[src/rtl/pwm_dt_pkg.sv]
// Shared constants for the dead-time PWM driver: phase FSM state codes and
// the minimum dead-time count.
package pwm_dt_pkg;

    localparam int unsigned ST_W = 2;

    // Per-phase FSM state codes
    localparam logic [ST_W-1:0] ST_OFF  = 2'd0;
    localparam logic [ST_W-1:0] ST_DEAD = 2'd1;
    localparam logic [ST_W-1:0] ST_HIGH = 2'd2;
    localparam logic [ST_W-1:0] ST_LOW  = 2'd3;

    // A programmed dead time of zero is raised to this floor
    localparam int unsigned DT_FLOOR = 1;

endpackage

[src/rtl/pwm_dt_phase.sv]
// One half-bridge phase: OFF/DEAD/HIGH/LOW FSM with a dead-time down-counter.
// Ports:
//   clk, reset_n     - clock, synchronous active-low reset
//   run              - run condition; 0 sends the phase to OFF on the next edge
//   cmd              - requested side (1 = high side, 0 = low side)
//   dt_cycles        - dead time in clk cycles, sampled on entry to DEAD
//   udrive, ldrive   - registered high/low gate drives
module pwm_dt_phase
    import pwm_dt_pkg::*;
#(
    parameter int unsigned DT_W = 8
) (
    input  logic            clk,
    input  logic            reset_n,
    input  logic            run,
    input  logic            cmd,
    input  logic [DT_W-1:0] dt_cycles,
    output logic            udrive,
    output logic            ldrive
);

    logic [ST_W-1:0] state;
    logic [ST_W-1:0] state_nx;
    logic [DT_W-1:0] cnt;
    logic [DT_W-1:0] cnt_nx;
    logic [DT_W-1:0] dt_load_c;

    // Dead time floored so that a zero setting still leaves one idle cycle
    assign dt_load_c = (dt_cycles < DT_W'(DT_FLOOR)) ? DT_W'(DT_FLOOR) : dt_cycles;

    // Next-state and counter logic
    always_comb begin
        state_nx = state;
        cnt_nx   = cnt;
        if (!run) begin
            state_nx = ST_OFF;
            cnt_nx   = '0;
        end else begin
            case (state)
                ST_OFF: begin
                    state_nx = ST_DEAD;
                    cnt_nx   = dt_load_c;
                end
                ST_DEAD: begin
                    // Side chosen from cmd at expiry; toggles during DEAD are ignored
                    if (cnt <= DT_W'(DT_FLOOR)) begin
                        state_nx = cmd ? ST_HIGH : ST_LOW;
                        cnt_nx   = '0;
                    end else begin
                        cnt_nx = cnt - DT_W'(1);
                    end
                end
                ST_HIGH: begin
                    if (!cmd) begin
                        state_nx = ST_DEAD;
                        cnt_nx   = dt_load_c;
                    end
                end
                ST_LOW: begin
                    if (cmd) begin
                        state_nx = ST_DEAD;
                        cnt_nx   = dt_load_c;
                    end
                end
                default: begin
                    state_nx = ST_OFF;
                    cnt_nx   = '0;
                end
            endcase
        end
    end

    // State, counter and drive registers; drives decode the next state so
    // they change on the same edge as the state itself
    always_ff @(posedge clk) begin
        if (!reset_n) begin
            state  <= ST_OFF;
            cnt    <= '0;
            udrive <= 1'b0;
            ldrive <= 1'b0;
        end else begin
            state  <= state_nx;
            cnt    <= cnt_nx;
            udrive <= (state_nx == ST_HIGH);
            ldrive <= (state_nx == ST_LOW);
        end
    end

endmodule

[src/rtl/pwm_deadtime.sv]
// Multi-phase half-bridge gate driver with programmable dead time and a
// sticky fault trip.
// Ports:
//   clk, reset_n   - 50 MHz clock, synchronous active-low reset
//   enable         - 0 forces all drivers off
//   phase_cmd      - requested side per phase (MSB = phase A)
//   dt_cycles      - dead time in clk cycles
//   fault_n        - synchronised active-low trip input
//   fault_clr      - pulse clearing the latched fault (only while fault_n=1)
//   udrive, ldrive - registered high/low side gate drives
//   fault_latched  - sticky trip status
module pwm_deadtime
    import pwm_dt_pkg::*;
#(
    parameter int unsigned N_PHASES = 3,
    parameter int unsigned DT_W     = 8
) (
    input  logic                clk,
    input  logic                reset_n,
    input  logic                enable,
    input  logic [N_PHASES-1:0] phase_cmd,
    input  logic [DT_W-1:0]     dt_cycles,
    input  logic                fault_n,
    input  logic                fault_clr,
    output logic [N_PHASES-1:0] udrive,
    output logic [N_PHASES-1:0] ldrive,
    output logic                fault_latched
);

    logic run_c;

    // fault_n is included directly so a trip kills the drives on the same
    // edge that latches it
    assign run_c = enable & fault_n & ~fault_latched;

    // Sticky fault latch; an active trip overrides a clear request
    always_ff @(posedge clk) begin
        if (!reset_n) begin
            fault_latched <= 1'b0;
        end else if (!fault_n) begin
            fault_latched <= 1'b1;
        end else if (fault_clr) begin
            fault_latched <= 1'b0;
        end
    end

    // One independent FSM per phase
    for (genvar i = 0; i < N_PHASES; i++) begin : g_phase
        pwm_dt_phase #(
            .DT_W (DT_W)
        ) u_phase (
            .clk       (clk),
            .reset_n   (reset_n),
            .run       (run_c),
            .cmd       (phase_cmd[i]),
            .dt_cycles (dt_cycles),
            .udrive    (udrive[i]),
            .ldrive    (ldrive[i])
        );
    end

endmodule
[config.mk]
export PLATFORM = sky130hd
export DESIGN_NAME = pwm_deadtime
export DESIGN_NICKNAME = d
export VERILOG_FILES = /design/src/rtl/pwm_dt_pkg.sv /design/src/rtl/pwm_dt_phase.sv /design/src/rtl/pwm_deadtime.sv
export SDC_FILE = /design/constraint.sdc
export NUM_CORES = 1
export LEC_CHECK = 0
export BUFFER_PORTS_ARGS = -buffer_cell sky130_fd_sc_hd__buf_2
export CAP_MARGIN = 20
export CORE_MARGIN = 8
export CORE_UTILIZATION = 40
export CTS_CLUSTER_DIAMETER = 200
export CTS_CLUSTER_SIZE = 24
export DETAILED_ROUTE_END_ITERATION = 8
export GPL_ROUTABILITY_DRIVEN = 0
export GPL_TIMING_DRIVEN = 0
export PLACE_DENSITY = 0.67
export SETUP_SLACK_MARGIN = 0.02
export SYNTH_ARGS = -nofsm -noshare
export SYNTH_HDL_FRONTEND = slang
export SYNTH_HIERARCHICAL = 1
export SYNTH_SLANG_ARGS = --single-unit
[constraint.sdc]
create_clock -name clk -period 4.2 [get_ports clk]
set_clock_uncertainty 0.05 [all_clocks]
set_input_delay 0.42 -clock clk [delete_from_list [all_inputs] [get_ports clk]]
set_output_delay 0.42 -clock clk [all_outputs]
set_load 0.005 [all_outputs]
==> results of run 1 <==
==> cells by family after synthesis <==
kind of cell | count (synthesis)
buffers and inverters | 24
and+or+nand+nor | 101
AOI/OAI and AO/OA | 85
xor gates and xnor gates | 3
DFF | 37
muxes | 3
adders and majority gates | 6
==> final timing paths <==
| path | from | endpoint | slack (ps) | cells after the start |
|---|---|---|---|---|
| setup reg to reg | g_phase[2].u_phase/cnt[0] | g_phase[2].u_phase/cnt[5] | 2290 | 6 |
| setup / recovery | g_phase[2].u_phase/cnt[0] | g_phase[2].u_phase/cnt[5] | 2290 | 6 |
| hold reg to reg | fault_latched | fault_latched | 440 | 2 |
| hold / removal | fault_n | fault_latched | 270 | 2 |
==> layout make-up <==
| cell class | instances | area [um^2] |
|---|---|---|
| clock buffers | 7 | 86.3 |
| well taps | 72 | 90.1 |
| flip-flops and latches | 37 | 741 |
| fillers | 549 | 2900 |
| repair buffers | 22 | 110 |
| plain buffers | 9 | 51.3 |
| multi-input cells | 198 | 1400 |
| clock inverters | 1 | 30.0 |
| inverters | 15 | 56.3 |
==> metal layers <==
layer / wire, um / track usage, % / part of all wire (%) / vias to the layer above
met5: 10 / 0 / 0.18 / -
li1: - / - / - / 1061
met4: 89 / 6.41 / 1.6 / 2
met2: 2640 / 22.7 / 47 / 54
met3: 311 / 3.87 / 5.5 / 8
met1: 2560 / 15.6 / 46 / 998
==> cells in the final DEF (no fill, tap or decap), types with 5 or more instances in the layout <==
master / synthesis / routed
a21oi_1: 17 / 17
a22oi_1: 7 / 7
buf_2: 2 / 24
clkbuf_1: 5 / 6
clkbuf_8: 0 / 6
dfxtp_1: 37 / 37
ha_1: 6 / 6
inv_1: 15 / 15
nand2_1: 28 / 28
nand2b_1: 6 / 6
nand4_1: 12 / 12
nor2_1: 13 / 13
nor3_1: 7 / 7
nor4_1: 5 / 5
o21ai_0: 10 / 10
o221ai_1: 6 / 6
==> power groups by stage <==
stage	clock, mW	combinational (mW)	sequential (mW)
after floorplan	0	0.0799	0.375
after global placement	0	0.112	0.377
after detailed placement	0	0.114	0.377
after CTS	0.330	0.114	0.369
after global routing	0.345	0.127	0.371
final	0.322	0.115	0.369
==> worst max-delay path, stage by stage (launching register included) <==
cell and delay [ps]:
dfxtp_1 430, inv_1 70, ha_1 220, or2_1 310, a31o_4 310, or3_1 370, o221ai_1 70
==> sequential cells by signal, summed over array words and instances, names as in the netlist <==
name / flops
g_phase.u_phase/ldrive: 3
g_phase.u_phase/cnt: 24
g_phase.u_phase/state: 6
g_phase.u_phase/udrive: 3
fault_latched: 1
==> results.yml, run 1 <==
power:
  power_leakage_nw: 0.976
  p_total_mw: 0.807
  p_int_mw: 0.599
  clkPwrFrac_pct: 39.9
  seq_power_share_pct: 45.8
  switchingPower_mw: 0.208
  ir_worst_vdd_mv: 0.165
  switching_share_pct: 25.8
  p_per_area_mw_per_mm2: 314
  comb_power_share_pct: 14.3
sta:
  hold_ws_ps: 269
  timing.fmax_mhz: 525
  hold_viol_final: 0
  slew_headroom_pct: 68.7
  period_needed_ps: 1910
  final.setup.tns_ps: 0
  rsz0062_at_grt: "false"
  worst_pin_slew_ps: 470
  setup-violations-final: 0
  setup_ws_ps: 2290
  slew_viol_final: 0
  fin_crit_sh_pct: 45.4
clocking:
  cts_tree: "built"
  post_cts_resized: 0
  cts.sinks: 37
  cts_buffers: 5
  clockBufferDepth: 2
  cts.htree.levels: 2
  postCtsSetupRepairBufs: 0
  path_clk_slew_ps: 80
  hold_buffers: 0
  clk_latency_ps: 290
  cts_root_buf: "clkbuf_8"
global_route:
  grt_usage_pct: 13.6
  grt_pass1_vias: 2011
  antenna_found_initial: 1
  grt_overflow: 0
  grt_max_degree: 12
  grt_pass1_wl_mm: 9.40
placement:
  dpl-instance-area_mm2: 0.00245
  pre_cts_slack_ps: 2170
  dpl.hpwl_mm: 4.12
  portBuffers: 22
  placedCellCount: 353
route:
  vias: 2123
  dr.pass1.iters: 4
  drc: 0
  viasPerCell: 5.88
  drtIter0Drc: 140
  routedWlPerCell_um: 15.5
  ant_nets: 0
  drt-total-wl_mm: 5.61
floorplan:
  dieWidth_um: 91.0
  dieArea_mm2: 0.00829
  row_count: 27
  start_util_pct: 41.2
  core-area_mm2: 0.00547
  pin_count: 23
  fp.dieH_um: 91.0
yosys:
  ys_ff_latch: 37
  synthFlopType: "dfxtp_1"
  yosysUniqueCellTypes: 49
  synth_most_common_cell: "dfxtp_1"
  syn_avg_cell_area_um2: 8.70
  postSynthCellCount: 259
  syn_nets: 281
  synthAdderAreaFrac_pct: 3.33
  syn-cell-area_mm2: 0.00225
  synth_top_cells_by_count: "dfxtp_1 (37), nand2_1 (28), a21oi_1 (17)"
  synth_compound_area_share_pct: 28.9
  synth_top_area_share_pct: 32.9
  synthArstFlopShare_pct: 0
  yosys.area_share.xor_xnor_pct: 1.17
  synthTopCellsByArea: "dfxtp_1 (33%), nand2_1 (4.7%), a21oi_1 (3.8%)"
  synth-edff-count: 0
  synthMuxAreaShare_pct: 1.33
  synth_area_leader_cell: "dfxtp_1"
  ys_warn_count: 6
  seq_area_frac_synth_pct: 32.9
  synth_top_family_by_area: "compound AO/OA/AOI/OAI gates"
  yosys.area_share.simple_pct: 27.6
worst_setup_path:
  required_ps: 4360
  start_kind: "register"
  cp-end-kind: "register"
  critPathArrivalTime_ps: 2060
  cp_max_fo: 9
  worstSetupPathType: "register to register"
status:
  status: "finished clean"
finish:
  finalNonFillerCells: 361
  nNetsFinal: 310
  fin_area_mm2: 0.00257
  area_growth_pct: 14.1
  drive_above_1_share_pct: 19.0
  fin_util_pct: 46.9
  diodes: 0
job:
  max_cap_viol_count: 0
min_path:
  hp-class: "input port to register"
Power figures use the tool's default switching activity.
==> inputs of run 2 (changes only) <==
clock period = 2 ns   (was 4.2 ns; I/O delays follow)
==> run 2 against run 1 <==
Against the previous run:
- sequential share of layout area is essentially flat
- worst hold slack worse by 220 ps
- clock power up 110%
- non-clock buffer count did not move
- register-to-register slack got worse by 2200 ps
- maximum frequency rose by 1.1%
- routed wire length increased by 0.55%
- core utilization up 0.14 points
- final area up 0.29%
- global-route usage unchanged
- critical endpoint is now g_phase[1].u_phase/cnt[5]
- largest power group unchanged
==> results.yml, run 2 (synthesis gave the netlist of run 1 again) <==
worst_setup_path:
  worstSetupPathType: "register to register"
  cp-end-kind: "register"
  r2r_end: "g_phase[1].u_phase/cnt[5]"
  rrSetupSlack_ps: 120
  required_ps: 2160
  cp_max_fo: 9
  critPathArrivalTime_ps: 2050
  start_kind: "register"
  worstRegToRegCells: 6
  timing.rr.start: "g_phase[1].u_phase/cnt[0]"
finish:
  finalNonFillerCells: 361
  largest_reg_flops: 24
  final_cell_mix: "dfxtp_1 (36), nand2_1 (28), buf_2 (24), a21oi_1 (17), inv_1 (15)"
  area_growth_pct: 14.4
  diodes: 0
  multi_input_area_mm2: 0.00141
  reg.largest.list: "g_phase.u_phase/cnt (24), g_phase.u_phase/state (6)"
  regArea_um2: 742
  nNetsFinal: 310
  n_fill_cell: 549
  top_register: "g_phase.u_phase/cnt"
  final_common_cell: "dfxtp_1"
  drive_above_1_share_pct: 19.7
sta:
  worst_pin_slew_ps: 472
  slew_viol_final: 0
  period_needed_ps: 1880
  hold_viol_final: 0
  setup_ws_ps: 116
  slew_headroom_pct: 68.5
  fin_crit_sh_pct: 94.2
  rsz0062_at_grt: "true"
  setup-violations-final: 0
  timing.fmax_mhz: 531
  final.setup.tns_ps: 0
route:
  dr.pass1.iters: 4
  routedWlPerCell_um: 15.6
  ant_nets: 0
  viasPerCell: 5.82
  vias: 2100
  drtIter0Drc: 109
  drc: 0
  drt-total-wl_mm: 5.64
power:
  p_per_area_mw_per_mm2: 658
  ir_worst_vdd_mv: 0.347
  p_total_mw: 1.70
  power_leakage_nw: 0.976
clocking:
  cts_buffers: 5
  clk_latency_ps: 290
  path_clk_slew_ps: 80
  postCtsSetupRepairBufs: 0
  cts.sinks: 37
  cts_tree: "built"
  cts_root_buf: "clkbuf_8"
  cts.htree.levels: 2
  clockBufferDepth: 2
placement:
  placedCellCount: 353
  dpl.hpwl_mm: 4.12
  pre_cts_slack_ps: 115
  portBuffers: 22
floorplan:
  dieWidth_um: 91.0
  core-area_mm2: 0.00547
  start_util_pct: 41.2
  dieArea_mm2: 0.00829
  row_count: 27
  pin_count: 23
  fp.dieH_um: 91.0
min_path:
  hp-class: "input port to register"
  holdPathStages: 2
  min_to: "fault_latched"
  hp-start: "fault_n"
global_route:
  grt_pass1_wl_mm: 9.40
  grt_usage_pct: 13.6
  grt_max_degree: 12
  grt_overflow: 0
  grt_pass1_vias: 2011
  antenna_found_initial: 1
job:
  max_cap_viol_count: 0
status:
  status: "finished clean"
-- run 2: cell counts in the layout (fill, tap and decap cells not counted) --
No cell type changed its count.
-- run 2: area by class of cell --
type / count / area share [%]
Buffer: 9 / 1.99
Timing Repair Buffer: 22 / 4.27
Inverter: 15 / 2.19
Sequential cell: 37 / 28.8
Tap cell: 72 / 3.50
Clock inverter: 1 / 1.17
Multi-Input combinational cell: 198 / 54.7
Clock buffer: 7 / 3.35
-- run 2: repair_timing --
action,4_1_cts,5_1_grt
hold buffers,0,0
endpoints found under the setup margin,0,4
gates resized for setup,0,2
-- run 2: worst max-delay path, cell delays in order (launching register included) --
cell and delay (ps):
dfxtp_1 430, inv_1 70, ha_1 220, or2_1 290, a31o_4 300, or3_1 370, o221ai_1 70
-- run 2: routing by layer --
layer	share of wire (%)	GRT usage, %	vias up
met4	1.5	6.41	2
met3	4.3	3.87	8
li1	-	-	1056
met1	48	15.6	992
met2	46	22.7	42
met5	0.18	0	-
-- run 2: per-stage QoR --
step	instance area, um^2	hold slack (ps)	util [%]
global placement	2450	342	44.8
floorplan	2250	228	-
CTS	2570	40.0	46.9
global route	2580	36.6	47.1
detailed placement	2450	355	44.8
finish	2580	47.1	47.1
-- run 2: worst max path at each step --
| stage | startpoint | endpoint | slack (ps) | depth (start not counted) |
|---|---|---|---|---|
| after floorplan | g_phase[1].u_phase/cnt[0] | g_phase[1].u_phase/cnt[5] | 250 | 6 |
| after global placement | g_phase[2].u_phase/cnt[0] | g_phase[2].u_phase/cnt[5] | 150 | 6 |
| after detailed placement | g_phase[2].u_phase/cnt[0] | g_phase[2].u_phase/cnt[5] | 110 | 6 |
| after CTS | g_phase[2].u_phase/cnt[0] | g_phase[2].u_phase/cnt[5] | 100 | 6 |
| after global routing | g_phase[0].u_phase/cnt[0] | g_phase[0].u_phase/cnt[2] | 20 | 6 |
| final | g_phase[1].u_phase/cnt[0] | g_phase[1].u_phase/cnt[5] | 120 | 6 |
-- run 2: power by group --
part | internal [mW] | switching [mW] | leakage [nW] | total (mW)
Combinational | 0.0981 | 0.145 | 0.617 | 0.243
Sequential | 0.753 | 0.0226 | 0.300 | 0.775
Clock | 0.407 | 0.270 | 0.0585 | 0.677
Total | 1.26 | 0.438 | 0.976 | 1.70
==> inputs of run 3 (changes only) <==
CORE_ASPECT_RATIO = 1.4   (was unset)
==> run 3 against run 2 <==
Against the previous run:
- critical endpoint is now g_phase[0].u_phase/cnt[2]
- via count rose by 5.0%
- routed wire length rose by 2.3%
- largest power group is now the clock network
- die area increased by 0.41%
==> results.yml, run 3 (synthesis gave the netlist of run 1 again) <==
route:
  vias: 2206
  wl_met1_mm: 2.47
  dr.pass1.iters: 4
  top_layer_used: "met4"
  viasPerCell: 6.18
  drtIter0Drc: 188
  met3_length_um: 245
  ant_nets: 0
  wl_met2_mm: 2.95
  drc: 0
  routedWlPerCell_um: 16.2
  drt-total-wl_mm: 5.77
power:
  clkPwrFrac_pct: 43.7
  comb_power_share_pct: 13.4
  ir_worst_vdd_mv: 0.338
  switchingPower_mw: 0.462
  p_per_area_mw_per_mm2: 698
  switching_share_pct: 25.6
  p_total_mw: 1.81
  p_int_mw: 1.35
  seq_power_share_pct: 42.9
  power_leakage_nw: 0.987
sta:
  timing.fmax_mhz: 535
  hold_viol_final: 0
  rsz0062_at_grt: "true"
  slew_headroom_pct: 66.9
  final.setup.tns_ps: 0
  slew_viol_final: 0
  setup-violations-final: 0
  fin_crit_sh_pct: 93.5
  period_needed_ps: 1870
  worst_pin_slew_ps: 496
clocking:
  cts_root_buf: "clkbuf_8"
  cts.sinks: 37
  clk_latency_ps: 300
  cts.htree.levels: 2
  cts_tree: "built"
  path_clk_slew_ps: 90
  postCtsSetupRepairBufs: 0
  hold_buffers: 0
  cts_buffers: 5
  clockBufferDepth: 2
worst_setup_path:
  crit_path_max_incr_delay_ps: 390
  required_ps: 2160
  startpoint: "g_phase[0].u_phase/cnt[1]"
  cpLargestDelayFamily: "compound AO/OA/AOI/OAI gates"
  r2r_end: "g_phase[0].u_phase/cnt[2]"
  worstSetupPathType: "register to register"
  cp-end-kind: "register"
  cp_max_fo: 5
  rrSetupSlack_ps: 130
  timing.rr.start: "g_phase[0].u_phase/cnt[1]"
  cp_slowest_cell: "dfxtp_1"
  start_kind: "register"
  endpoint: "g_phase[0].u_phase/cnt[2]"
  worstRegToRegCells: 6
  cp.depth: 6
  cp_num_buf_inv: 1
  worstPathCellList: "inv_1 -> ha_1 -> or2_1 -> a31o_1 -> o21a_1 -> o32ai_1"
  critPathArrivalTime_ps: 2030
global_route:
  grt_pass1_wl_mm: 9.76
  antenna_found_initial: 0
  grt_overflow: 0
  grt_usage_pct: 14.2
  grt_pass1_vias: 2084
  grt_max_degree: 13
floorplan:
  dieArea_mm2: 0.00832
  fp.dieH_um: 105
  dieWidth_um: 79.4
  pin_count: 23
  start_util_pct: 41.1
  row_count: 32
  core-area_mm2: 0.00549
finish:
  fin_area_mm2: 0.00259
  final_cell_mix: "dfxtp_1 (34), nand2_1 (28), buf_2 (24), a21oi_1 (17), inv_1 (15)"
  finalNonFillerCells: 357
  reg.largest.list: "g_phase.u_phase/cnt (24), g_phase.u_phase/state (6)"
  drive_above_1_share_pct: 20.8
  fin_util_pct: 47.2
  area_growth_pct: 15.1
  top_register: "g_phase.u_phase/cnt"
  nNetsFinal: 310
  diodes: 0
  largest_reg_flops: 24
  final_common_cell: "dfxtp_1"
status:
  status: "finished clean"
min_path:
  hp-class: "input port to register"
  holdPathStages: 2
placement:
  dpl-instance-area_mm2: 0.00245
  dpl.hpwl_mm: 4.21
  placedCellCount: 349
  portBuffers: 22
job:
  max_cap_viol_count: 0
[run 3: cell types whose count changed in the layout (fill, tap and decap cells not counted), sizes merged]
cell,change
clkbuf,-2
bufinv,+1
clkinv,+1
[run 3: how the worst min path moves through the flow]
stage | from | end
6_report | fault_n | fault_latched
3_5_place_dp | fault_n | fault_latched
2_1_floorplan | phase_cmd[0] | g_phase[0].u_phase/ldrive
5_1_grt | fault_n | fault_latched
3_3_place_gp | fault_n | fault_latched
4_1_cts | fault_n | fault_latched
[run 3: timing repair]
action	in CTS	in global routing
gates resized for setup	0	4
endpoints found under the hold margin	0	0
endpoints found under the setup margin	0	7
[run 3: worst register-to-register path, stage by stage (launching register included)]
cell     delay [ps]
dfxtp_1         390
inv_1            80
ha_1            220
or2_1           320
a31o_1          310
o21a_1          180
o32ai_1         230
[run 3: layout make-up]
| cell class | count | area (um^2) |
|---|---|---|
| fill | 558 | 2890 |
| multi-input combinational | 198 | 1410 |
| tap | 68 | 85.1 |
| sequential | 37 | 744 |
| clock inverter | 3 | 65.1 |
| timing repair buffer | 22 | 110 |
| buffer | 9 | 51.3 |
| clock buffer | 5 | 68.8 |
| inverter | 15 | 56.3 |
[run 3: stage by stage]
step                setup slack [ps]  hold slack [ps]
detailed placement               109              350
CTS                             79.1             29.2
floorplan                        253              228
global route                    16.6             32.5
finish                           130             33.0
global placement                 146              343
[run 3: power by group through the flow]
stage                     Clock (mW)  Sequential, mW  Combinational [mW]
after floorplan                    0           0.788               0.168
after global placement             0           0.792               0.236
after detailed placement           0           0.792               0.239
after CTS                      0.806           0.775               0.240
after global routing           0.840           0.779               0.268
final                          0.791           0.776               0.242
[run 3: per-layer routing]
layer	up-vias	global-route usage [%]
li1	1057	-
met1	1092	16.3
met2	50	24.6
met3	7	3.26
met4	0	5.59
met5	-	0
